**src/rtl/sd_pkg.sv**
```systemverilog
// Shared types and sizing constants for the scandoubler controller and line buffer.
// Latency: none, declarations only.
// Backpressure: none.
package sd_pkg;

    // Lock state machine encoding.
    typedef enum logic [1:0] {
        BYPASS  = 2'd0,
        MEASURE = 2'd1,
        ARM     = 2'd2,
        DOUBLE  = 2'd3
    } sd_state_t;

    // Line counter width; the line buffer holds 2**SD_LINE_W pixels.
    localparam int SD_LINE_W   = 10;
    // Shortest line, in ce_x1 ticks, that counts as real video.
    localparam int SD_MIN_LINE = 16;

endpackage

```
**src/rtl/sd_ce_gen.sv**
```systemverilog
// Pixel clock-enable generator: ce_x2 every div+1 clk_sys cycles, ce_x1 on every second ce_x2.
// Latency: registered outputs; the first ce_x2 appears 1 cycle after reset release.
// Backpressure: none; free-running, a new div value only takes effect at the next wrap.
module sd_ce_gen #(
    parameter int DIV_W = 4
) (
    input  logic             clk_sys,
    input  logic             reset,
    input  logic [DIV_W-1:0] div,
    output logic             ce_x2,
    output logic             ce_x1
);

    logic [DIV_W-1:0] div_cnt;
    logic [DIV_W-1:0] div_q;
    logic             phase;
    logic             wrap;

    assign wrap = (div_cnt == div_q);

    // Count 0..div_q, pulse at wrap, and reload the period only at wrap so no period is cut short.
    always_ff @(posedge clk_sys or posedge reset) begin
        if (reset) begin
            div_cnt <= '0;
            div_q   <= '0;
            phase   <= 1'b0;
            ce_x2   <= 1'b0;
            ce_x1   <= 1'b0;
        end else begin
            ce_x2 <= wrap;
            ce_x1 <= wrap & phase;
            if (wrap) begin
                div_cnt <= '0;
                div_q   <= div;
                phase   <= ~phase;
            end else begin
                div_cnt <= div_cnt + 1'b1;
            end
        end
    end

endmodule

```
**src/rtl/scandoubler_ctrl.sv**
```systemverilog
// Scandoubler controller: measures line/frame geometry and locks before selecting doubled output.
// Latency: measurements and state changes are registered 1 clk_sys cycle after the ce_x1 sample.
// Backpressure: none; video timing is observed only, output is blanked across mode switches.
module scandoubler_ctrl
    import sd_pkg::*;
#(
    parameter int LINE_W        = SD_LINE_W,
    parameter int DIV_W         = 4,
    parameter int STABLE_FRAMES = 4,
    parameter int MIN_LINE      = SD_MIN_LINE
) (
    input  logic              clk_sys,
    input  logic              reset,
    input  logic [DIV_W-1:0]  div,
    input  logic              hs_in,
    input  logic              vs_in,
    input  logic              sd_req,
    output logic              ce_x2,
    output logic              ce_x1,
    output logic              sd_active,
    output logic              blank,
    output logic [LINE_W-1:0] line_len,
    output logic [9:0]        frame_lines,
    output logic              locked
);

    localparam int                SW        = $clog2(STABLE_FRAMES + 1);
    localparam logic [SW-1:0]     STAB_LAST = SW'(STABLE_FRAMES - 1);
    localparam logic [LINE_W-1:0] HCNT_MAX  = '1;
    localparam logic [LINE_W-1:0] MIN_Q     = LINE_W'(MIN_LINE);

    sd_ce_gen #(
        .DIV_W (DIV_W)
    ) u_ce_gen (
        .clk_sys (clk_sys),
        .reset   (reset),
        .div     (div),
        .ce_x2   (ce_x2),
        .ce_x1   (ce_x1)
    );

    // Measurement state.
    logic              hs_prev;
    logic              vs_prev;
    logic [LINE_W-1:0] hcnt;
    logic              ovf;
    logic [9:0]        vcnt;
    logic              frame_err;
    logic              synced;

    // Lock state.
    sd_state_t         state;
    logic [SW-1:0]     stab_cnt;
    logic              prev_vld;
    logic [LINE_W-1:0] prev_len;
    logic [9:0]        prev_lines;
    logic [LINE_W-1:0] lock_len;
    logic [9:0]        lock_lines;
    logic [1:0]        hs_seen;
    logic              blank_hold;

    // Edge detection and the values a frame closes with, including any hs edge on the same tick.
    logic              hs_fall;
    logic              vs_rise;
    logic              frame_evt;
    logic [LINE_W-1:0] line_len_nxt;
    logic [9:0]        lines_nxt;
    logic              err_nxt;
    logic              frame_valid;
    logic              frame_match;
    logic              line_err;

    assign hs_fall      = ce_x1 & hs_prev & ~hs_in;
    assign vs_rise      = ce_x1 & ~vs_prev & vs_in;
    // The first vs edge after reset only aligns the counters; it closes a partial frame.
    assign frame_evt    = vs_rise & synced;
    assign line_len_nxt = hs_fall ? hcnt : line_len;
    assign lines_nxt    = (hs_fall && vcnt != 10'd1023) ? vcnt + 10'd1 : vcnt;
    assign err_nxt      = frame_err | (hs_fall & ovf);
    assign frame_valid  = ~err_nxt & (line_len_nxt >= MIN_Q);
    assign frame_match  = frame_valid & prev_vld &
                          (line_len_nxt == prev_len) & (lines_nxt == prev_lines);
    assign line_err     = hs_fall & (ovf | (hcnt != lock_len));

    // Line and frame counters, sampled on ce_x1.
    always_ff @(posedge clk_sys or posedge reset) begin
        if (reset) begin
            hs_prev     <= 1'b0;
            vs_prev     <= 1'b0;
            hcnt        <= '0;
            ovf         <= 1'b0;
            vcnt        <= '0;
            frame_err   <= 1'b0;
            synced      <= 1'b0;
            line_len    <= '0;
            frame_lines <= '0;
        end else if (ce_x1) begin
            hs_prev <= hs_in;
            vs_prev <= vs_in;
            if (hs_fall) begin
                line_len <= hcnt;
                hcnt     <= '0;
                ovf      <= 1'b0;
            end else if (hcnt == HCNT_MAX) begin
                ovf <= 1'b1;
            end else begin
                hcnt <= hcnt + 1'b1;
            end
            if (vs_rise) begin
                vcnt      <= '0;
                frame_err <= 1'b0;
                synced    <= 1'b1;
                if (synced) begin
                    frame_lines <= lines_nxt;
                end
            end else begin
                vcnt      <= lines_nxt;
                frame_err <= err_nxt;
            end
        end
    end

    // Lock state machine; all outputs are registered here. sd_req loss outranks any frame event.
    always_ff @(posedge clk_sys or posedge reset) begin
        if (reset) begin
            state      <= BYPASS;
            stab_cnt   <= '0;
            prev_vld   <= 1'b0;
            prev_len   <= '0;
            prev_lines <= '0;
            lock_len   <= '0;
            lock_lines <= '0;
            hs_seen    <= '0;
            blank_hold <= 1'b0;
            sd_active  <= 1'b0;
            blank      <= 1'b0;
            locked     <= 1'b0;
        end else begin
            if (frame_evt) begin
                blank_hold <= 1'b0;
            end
            case (state)
                BYPASS: begin
                    sd_active <= 1'b0;
                    locked    <= 1'b0;
                    blank     <= blank_hold & ~frame_evt;
                    if (sd_req) begin
                        state    <= MEASURE;
                        stab_cnt <= '0;
                        prev_vld <= 1'b0;
                    end
                end
                MEASURE: begin
                    blank <= blank_hold & ~frame_evt;
                    if (!sd_req) begin
                        state <= BYPASS;
                    end else if (frame_evt) begin
                        prev_vld   <= 1'b1;
                        prev_len   <= line_len_nxt;
                        prev_lines <= lines_nxt;
                        if (!frame_match) begin
                            stab_cnt <= '0;
                        end else begin
                            stab_cnt <= stab_cnt + 1'b1;
                            if (stab_cnt == STAB_LAST) begin
                                state      <= ARM;
                                lock_len   <= line_len_nxt;
                                lock_lines <= lines_nxt;
                                locked     <= 1'b1;
                                blank      <= 1'b1;
                            end
                        end
                    end
                end
                ARM: begin
                    blank  <= 1'b1;
                    locked <= 1'b1;
                    if (!sd_req) begin
                        state      <= BYPASS;
                        locked     <= 1'b0;
                        blank_hold <= 1'b1;
                    end else if (frame_evt) begin
                        state     <= DOUBLE;
                        sd_active <= 1'b1;
                        hs_seen   <= '0;
                    end
                end
                DOUBLE: begin
                    if (!sd_req || line_err || (frame_evt && lines_nxt != lock_lines)) begin
                        state      <= BYPASS;
                        sd_active  <= 1'b0;
                        locked     <= 1'b0;
                        blank      <= 1'b1;
                        blank_hold <= 1'b1;
                    end else begin
                        // Keep blanking until two lines have gone into the buffer.
                        if (hs_fall && hs_seen != 2'd2) begin
                            hs_seen <= hs_seen + 2'd1;
                        end
                        blank <= ~((hs_seen == 2'd2) || (hs_fall && hs_seen == 2'd1));
                    end
                end
                default: begin
                    state <= BYPASS;
                end
            endcase
        end
    end

endmodule

```
**config.mk**
```make
export PLATFORM = sky130hd
export DESIGN_NAME = scandoubler_ctrl
export DESIGN_NICKNAME = d
export VERILOG_FILES = /design/src/rtl/sd_pkg.sv /design/src/rtl/sd_ce_gen.sv /design/src/rtl/scandoubler_ctrl.sv
export SDC_FILE = /design/constraint.sdc
export NUM_CORES = 1
export LEC_CHECK = 0
export ABC_CLOCK_PERIOD_IN_PS = 4000
export CAP_MARGIN = 0
export CELL_PAD_IN_SITES_DETAIL_PLACEMENT = 1
export CELL_PAD_IN_SITES_GLOBAL_PLACEMENT = 2
export CORE_ASPECT_RATIO = 1.4
export CORE_MARGIN = 5
export CORE_UTILIZATION = 40
export CTS_BUF_LIST = sky130_fd_sc_hd__clkbuf_2 sky130_fd_sc_hd__clkbuf_4 sky130_fd_sc_hd__clkbuf_8
export DETAILED_ROUTE_END_ITERATION = 8
export GPL_ROUTABILITY_DRIVEN = 0
export MAX_ROUTING_LAYER = met4
export PLACE_DENSITY_LB_ADDON = 0.2
export SKIP_CTS_REPAIR_TIMING = 1
export SYNTH_ARGS = -nofsm -noshare
export SYNTH_HDL_FRONTEND = slang
export SYNTH_SLANG_ARGS = --single-unit
```
**constraint.sdc**
```tcl
create_clock -name clk_sys -period 4 [get_ports clk_sys]
set_clock_uncertainty 0.15 [all_clocks]
set_input_delay 0.8 -clock clk_sys [delete_from_list [all_inputs] [get_ports clk_sys]]
set_output_delay 0.8 -clock clk_sys [all_outputs]
set_load 0.03 [all_outputs]
```
# After elaboration in Yosys (flattened, before gate mapping)
# Cells that the tools add are included.
dict set report classes {
  n_reduce_logical 24
  n_mux 50
  n_eq_ne 29
  n_bitwise 21
  magnitude_cmp 1
  addsub 5
}
# cell count
set op_table {}
lappend op_table {{10-bit two-way mux} 5}
lappend op_table {{2-bit two-way mux} 12}
lappend op_table {{2-bit inequality test, second input constant} 12}
lappend op_table {{10-bit by 1-bit adder with 10-bit output, second input constant} 2}
lappend op_table {{10-bit == test} 2}
lappend op_table {{1-bit two-way mux} 20}
lappend op_table {{10-bit inequality test} 2}
lappend op_table {{5-bit AND reduction} 3}
lappend op_table {{1-bit bitwise AND} 13}
lappend op_table {{3-bit two-way mux} 4}
lappend op_table {{3-bit inequality test, second input constant} 4}
lappend op_table {{10-bit == test, second input constant} 1}
lappend op_table {{10-bit by 5-bit >= comparator with 1-bit output, second input constant} 1}
lappend op_table {{10-bit inequality test, second input constant} 1}
lappend op_table {{1-bit one-hot mux with 4 select lines} 2}
lappend op_table {{2-bit one-hot mux with 4 select lines} 1}
lappend op_table {{4-bit AND reduction} 2}
lappend op_table {{2-bit == test, second input constant} 3}
lappend op_table {{1-bit inverter} 6}
lappend op_table {{3-bit one-hot mux with 2 select lines} 1}
lappend op_table {{2-bit AND reduction} 3}
lappend op_table {{3-bit AND reduction} 2}
lappend op_table {{6-bit AND reduction} 1}
lappend op_table {{2-bit nonzero test} 3}
lappend op_table {{other kinds (16)} 24}
dict set report totals {
  ff_bits 108
}

# Logic depth before layout (Yosys ltp)
dict set report depth {
  ltp_word 13
  depth_mapped 13
  depth_no_buf 9
}

# Cells and area by module
# Synthesis repeated with hierarchy kept, for this count alone.
dict set report hier_totals {
  cells_unflattened 726
  hier_area_um2 6388.6
}
# module cells_each area_each_um2 n_inst
set modules_own_cells {}
lappend modules_own_cells {scandoubler_ctrl 694 5923.2 1}
lappend modules_own_cells {sd_ce_gen 32 465.4 1}

# Least setup slack after synthesis
# Ideal clock, no wire load.
dict set report synth_timing {
  kind {input port to flip-flop}
  from {in hs_in}
  to {reg lock_len[0]}
  t_arrival_ns 2.822
  required_ns 3.725
  cell_stages 9
  setup_slack_ns 0.903
  path_cell_list {nand3b_2 > buf_2 > o41ai_2 > o2111ai_1 > nor4_2 > and4_1 > buf_6 > buf_12 > mux2_4}
}
dict set report synth_between {
  elab_chain_cells 10
  elab_cells_between_ends 16
}
# item line
set synth_lines {}
lappend synth_lines {{from (decl)} scandoubler_ctrl.sv:15} ;# input logic hs_in,
lappend synth_lines {{1-bit inverter *} scandoubler_ctrl.sv:73} ;# assign hs_fall = ce_x1 & hs_prev & ~hs_in;
lappend synth_lines {{1-bit bitwise AND *} scandoubler_ctrl.sv:73}
lappend synth_lines {{branches (longest 8 deep; another with 10-bit by 5-bit >= comparator with 1-bit output)} n/a}
lappend synth_lines {{to (signal assigned)} scandoubler_ctrl.sv:167} ;# lock_len <= line_len_nxt;
lappend synth_lines {{to (decl)} scandoubler_ctrl.sv:57} ;# logic [LINE_W-1:0] lock_len;
# Every way passes the cells marked *.
# A chain may end at the register's enable or synchronous reset.

# Final worst setup path
dict set report layout_timing {
  from {in hs_in}
  to {reg state[0]}
}
dict set report layout_between {
  elab_chain_cells 11
  elab_cells_between_ends 23
}
# item line
set layout_lines {}
lappend layout_lines {{1-bit inverter *} scandoubler_ctrl.sv:73}
lappend layout_lines {{1-bit bitwise AND *} scandoubler_ctrl.sv:73}
lappend layout_lines {{branches (longest 8 deep; another with 10-bit by 5-bit >= comparator with 1-bit output)} n/a}
lappend layout_lines {{6-bit AND reduction (no source line) *} n/a}
lappend layout_lines {{to (signal assigned)} scandoubler_ctrl.sv:126} ;# state <= BYPASS;
lappend layout_lines {{to (signal assigned)} scandoubler_ctrl.sv:148} ;# state <= MEASURE;
lappend layout_lines {{to (signal assigned)} scandoubler_ctrl.sv:156} ;# state <= BYPASS;
lappend layout_lines {{to (decl)} scandoubler_ctrl.sv:52} ;# sd_state_t state;
# Marked as above.

==> metrics.yaml <==
critical_path:
  crit_arrival_ns: 3.79
  r2r-start: "vcnt[1]$_DFFE_PP0P_"
  path_class: "in2reg"
  r2r_slack_ns: 0.61
  cp-startpoint: "hs_in"
  rr_worst_depth: 10
  worst_ep_required_time_ns: 4.14
  cp_common_cell: "or3_1"
  r2r_end: "state[0]$_DFFE_PP0P_"
  cp_slowest_cell: "clkdlybuf4s50_1"
  crit_path_start_kind: "input port"
  path_cells: "clkdlybuf4s50_1, nand4b_4, or3_1, or3_1, a32oi_1, nand4_1, o2bb2ai_2, a311oi_1, o22a_1"
  crit_path_end_kind: "flip-flop"
  crit_path_max_fanout: 9
  critPathMaxStageDelay_ns: 0.51
synthesis:
  synth_top_area_share_pct: 42.1
  ys_seq_area_share_pct: 42.1
  synth_edf_count: 0
  ys_top_cells_by_area: "dfrtp_1 (42%), nand2_1 (5.6%), xnor2_1 (4.1%)"
  synthesis.nets: 707
  yosysUniqueCellTypes: 79
  synth_ff_type: "dfrtp_1"
  yosysMostFrequentCell: "dfrtp_1"
  async_flop_share_pct: 100
  synth_cells: 687
  syn_avg_cell_area_sq_um: 9.34
  syn_area_sq_um: 6420
  synth_top_area_cell: "dfrtp_1"
  yosys_warnings: 0
  ys_seq_elements: 108
  synth_top_cells_by_count: "dfrtp_1 (108), nand2_1 (95), o21ai_0 (49), inv_1 (39)"
pwr:
  vdd_ir_drop_max_uv: 296
  power_leakage_nw: 3.08
  power.total_mw: 4.03
  power_density_nw_per_um2: 554
route:
  drt-wirelength-per-cell_um: 21.5
  viasPerCell: 5.79
  dr_total_vias: 5349
  ant_nets: 0
  finalWirelength_mm: 19.9
  drt_pass1_iterations: 4
  drc_errors: 0
  drt_iter0_drc: 269
global_routing:
  grt-ovfl-total: 0
  grt_pass1_vias: 5872
  grt_pass1_wl_mm: 32.4
  grt_util_all_layers_pct: 22.9
  antenna_found_initial: 0
  grt_max_degree: 57
sta:
  setup_viol: 0
  slew_headroom_pct: 32.8
  final.setup.worst_slack_ns: 0.358
  post-route-period-util_pct: 91.0
  period_needed_ns: 3.64
  slew_viol_final: 0
  rsz0062_at_grt: "no"
  max_freq_mhz: 275
  finalHoldViolCount: 0
  tightest_slew_ns: 1.00
placement:
  detailed_place.area_sq_um: 7070
  dp_slack_ns: -0.00514
  placedCellCount: 908
  io_buffer_count: 33
  hpwl_mm: 15.3
cells_and_area:
  nets: 743
  n_fill_cell: 1815
  drive_gt1_share_pct: 12.4
  diodes: 0
  multi_input_area_sq_um: 3330
  fin_area_sq_um: 7290
  regArea_sq_um: 2700
  post-route-util_pct: 46.5
  syn_to_final_growth_pct: 13.5
  stdcell_count: 924
die:
  dieHeight_um: 160
  die_x_um: 117
  die_area_sq_um: 18700
  start_util_pct: 41.0
  num_io_pins: 34
  rows: 54
  core_area_sq_um: 15700
clock_network:
  cts_buffers: 9
  cts_tree: "yes"
  cts.clk_slew.worst_paths_ns: 0.12
  ctsHtreeMaxLevel: 3
  worst_skew_pair.late_latency_ns: 0.40
  cts-root-buf: "clkbuf_8"
  cts.sinks: 108
  clock_tree.buffer_depth: 2
worst_hold_path:
  min-delay-start: "u_ce_gen.phase$_DFFE_PP0P_"
  hold_path_class: "reg2reg"
  holdPathStages: 1
  whs_endpoint: "u_ce_gen.phase$_DFFE_PP0P_"
run:
  drv_cap: 0
outcome:
  status: "finished clean"
-- worst max-delay path by stage --
stage | end | slack, ns
6_report | state[0]$_DFFE_PP0P_ | 0.36
5_1_grt | state[0]$_DFFE_PP0P_ | 0.24
4_1_cts | state[0]$_DFFE_PP0P_ | 0.41
3_5_place_dp | state[0]$_DFFE_PP0P_ | -0.005
3_3_place_gp | lock_len[8]$_DFFE_PP0P_ | 0.12
2_1_floorplan | blank$_DFF_PP0_ | 0.20
-- area by class of cell --
type,count,area share (%)
clock inverters,7,1.27
multi-input cells,493,45.6
clock buffers,9,1.70
well taps,196,3.37
repair buffers,72,8.89
inverters,39,2.04
flip-flops and latches,108,37.1
-- layer usage --
layer | up-vias | global-route usage (%) | part of all wire [%] | routed length (um)
met5 | - | - | 0 | 0
met4 | 0 | 9.60 | 3.6 | 720
met3 | 44 | 3.60 | 3.1 | 618
met2 | 97 | 39.0 | 53 | 10500
met1 | 2707 | 26.3 | 40 | 8000
li1 | 2501 | - | - | -
-- cell families after synthesis --
group,share of synthesized area (%)
AND/OR/NAND/NOR,21.0
AO/OA/AOI/OAI,16.0
multiplexers,6.88
buffers and inverters,6.20
adder cells (fa/ha/maj),2.14
XOR/XNOR,5.73
flip-flops,42.1
-- critical path, delay by kind of cell --
kind | cells | cell delay [ns]
compound gates | 4 | 1.06
buf+inv | 1 | 0.51
simple gates | 4 | 1.42
-- layout by cell type (no fill, tap or decap), types with 9 or more instances in the layout --
cell	count
a21oi_1	30
buf_4	37
clkbuf_8	9
clkdlybuf4s50_1	33
dfrtp_1	108
ha_1	11
inv_1	38
mux2_4	10
mux2i_1	19
nand2_1	95
nand2b_1	22
nand3_1	19
nand4_1	16
nor2_1	30
nor2b_1	9
o21ai_0	49
xnor2_1	30
xor2_1	12
-- sequential cells by signal (all words and copies together) (netlist names), 2 cells and up --
name,cells
frame_lines,10
hcnt,10
hs_seen,2
line_len,10
lock_len,10
lock_lines,10
prev_len,10
prev_lines,10
stab_cnt,3
state,2
u_ce_gen.div_cnt,4
u_ce_gen.div_q,4
vcnt,10
-- per-stage QoR --
stage / setup TNS, ns / hold slack, ns
6_report: 0 / 0.328
5_1_grt: 0 / 0.368
4_1_cts: 0 / 0.333
3_5_place_dp: -0.00514 / 0.311
3_3_place_gp: 0 / 0.296
2_1_floorplan: 0 / 0.284
-- report_power, final --
part	internal, mW	switching [mW]	leakage [nW]
clock network	0.306	0.435	0.103
logic	0.672	0.944	1.63
registers	1.35	0.324	1.35
No activity file was read; power rests on OpenSTA's default activity.
==> variant (same flow settings) <==
The 4 states of `sd_state_t` get a one-hot encoding in 4 bits.
--- a/src/rtl/sd_pkg.sv
+++ b/src/rtl/sd_pkg.sv
@@ -4,11 +4,11 @@
 package sd_pkg;
 
     // Lock state machine encoding.
-    typedef enum logic [1:0] {
-        BYPASS  = 2'd0,
-        MEASURE = 2'd1,
-        ARM     = 2'd2,
-        DOUBLE  = 2'd3
+    typedef enum logic [3:0] {
+        BYPASS  = 4'b0001,
+        MEASURE = 4'b0010,
+        ARM     = 4'b0100,
+        DOUBLE  = 4'b1000
     } sd_state_t;
 
     // Line counter width; the line buffer holds 2**SD_LINE_W pixels.
Behaviour: same outputs for any inputs over 10 cycles, from zero or initial values and one cycle with reset high; not proved beyond that.
==> variant against the unedited design <==
Worst setup slack got worse by 0.13 ns. Largest cell class unchanged. Non-clock buffer count grew 21. Synthesized area shrank 2.9%. Routed wire length down 5.4%. Global-route usage fell by 0.57 points. Power down 10%. Design area is the same. Sequential cell count rose by 2.
==> variant: results (changes against the unedited design) <==
* Setup crit end: lock_len[6] (was state[0])
* Total via count in the routed design at 5304 (was 5349)
* Worst Path Max Fanout at 10 (was 9)
* Maximum number of pins on one net before global-route repair at 49 (was 57)
* Library cells used by synthesis at 67 (was 79)
* Data arrival time of the critical path at 3.90 ns (was 3.79 ns)
* Cells taking the most area after synthesis: dfrtp_1 (44%), xnor2_1 (5.1%), o21ai_0 (4.8%) (was dfrtp_1 (42%), nand2_1 (5.6%), xnor2_1 (4.1%))
* Layout filler cell count at 1808 (was 1815)
* Met1 routed wirelength after detailed routing at 7770 microns (was 8000 microns)
* Total leakage power at 3.14 nW (was 3.08 nW)
* Endpoint of the worst-slack reg-to-reg timing path: hs_seen[0] (was state[0])
* Number of detailed-route iterations in the first pass at 4 (unchanged)
* Crit share post-route at 0.942 (was 0.910)
* Dpl hpwl at 14700 microns (was 15300 microns)
* Path depth of the worst reg2reg path at 11 (was 10)
* Number of nets in the layout at 753 (was 743)
* List of most frequent post-synthesis cells: dfrtp_1 (109), nand2_1 (78), o21ai_0 (60) (was dfrtp_1 (108), nand2_1 (95), o21ai_0 (49))
* Setup-failing EPs final at 0 (unchanged)
* Sequential area share after synthesis at 0.442 (was 0.421)
* Outcome: finished clean (unchanged)
* Largest vdd supply drop at 0.000308 V (was 0.000296 V)
* Register-to-register path setup slack at 0.35 ns (was 0.61 ns)
* Via count of the first global-routing pass at 5679 (was 5872)
* Design internal power at 0.00215 W (was 0.00233 W)
* Amount of wire on met2 after detailed routing at 10000 microns (was 10500 microns)
* Wire length of the first global-routing pass at 30700 microns (was 32400 microns)
* Post-Place Worst Slack at -0.242 ns (was -0.00514 ns)
* Nets in the synthesized netlist at 691 (was 707)
* Combined global-route utilization of all metal layers at 0.223 (was 0.229)
* Met3 Routed Length at 399 microns (was 618 microns)
* Layout cell share with drive strength beyond 1 at 0.151 (was 0.124)
-- variant: changes by cell type after synthesis, moves of 7 or more --
| cell | change |
|---|---|
| mux2_2 | +13 |
| nor3_1 | +7 |
| nor2_1 | +8 |
| nand2b_1 | -8 |
| o21ai_0 | +11 |
| nand2_1 | -17 |
| buf_2 | -7 |
| mux2_4 | -9 |
-- variant: how the worst min path moves through the flow --
stage | to | slack (ns) | cells past startpoint
3_5_place_dp | u_ce_gen.phase | 0.31 | 1
6_report | u_ce_gen.phase | 0.32 | 1
3_3_place_gp | u_ce_gen.phase | 0.30 | 1
4_1_cts | u_ce_gen.phase | 0.33 | 1
2_1_floorplan | u_ce_gen.phase | 0.28 | 1
5_1_grt | u_ce_gen.phase | 0.35 | 1
-- variant: area by class of cell --
class                   instances  area, sq um  share of cell area
clock buffers                  11          151              0.0208
multi-input cells             483         3150               0.432
flip-flops and latches        110         2750               0.378
repair buffers                 93          793               0.109
clock inverters                 5         41.3             0.00567
well taps                     196          245              0.0337
inverters                      40          153              0.0209
-- variant: per-layer routing --
metal	vias up	global-route usage
li1	2503	-
met1	2681	0.256
met4	0	0.0833
met3	35	0.0314
met5	-	-
met2	85	0.392
-- variant: per-stage QoR --
step                      instances  hold WS, ns  cell area, sq um
after global placement          922        0.297              7090
after global routing            938        0.349              7290
after floorplan                 675        0.284              6230
after CTS                       938        0.331              7290
final                           938        0.323              7290
after detailed placement        922        0.311              7090
-- variant: power groups by stage --
stage	combinational, W	sequential (W)	clock (W)
floorplan	0.000848	0.00161	0
global route	0.00144	0.00167	0.000745
detailed placement	0.00132	0.00166	0
CTS	0.00133	0.00163	0.000696
global placement	0.00128	0.00164	0
finish	0.00131	0.00163	0.000672
-- variant: kinds of logic after synthesis --
family | share of synthesized area
compound gates | 0.165
flops | 0.442
mux | 0.0659
simple gates | 0.183
xor+xnor | 0.0759
fa+ha+maj | 0.0141
buf+inv | 0.0538
-- variant: critical path, cell delays in order --
cell             delay [ns]
clkdlybuf4s50_1        0.46
nand3b_1               0.18
buf_4                  0.19
a2111oi_1              0.44
o221ai_1               0.22
a2111oi_2              0.31
nand4_1                0.14
nor4_1                 0.28
buf_4                  0.16
and3_1                 0.22
buf_12                 0.15
mux2_2                 0.34
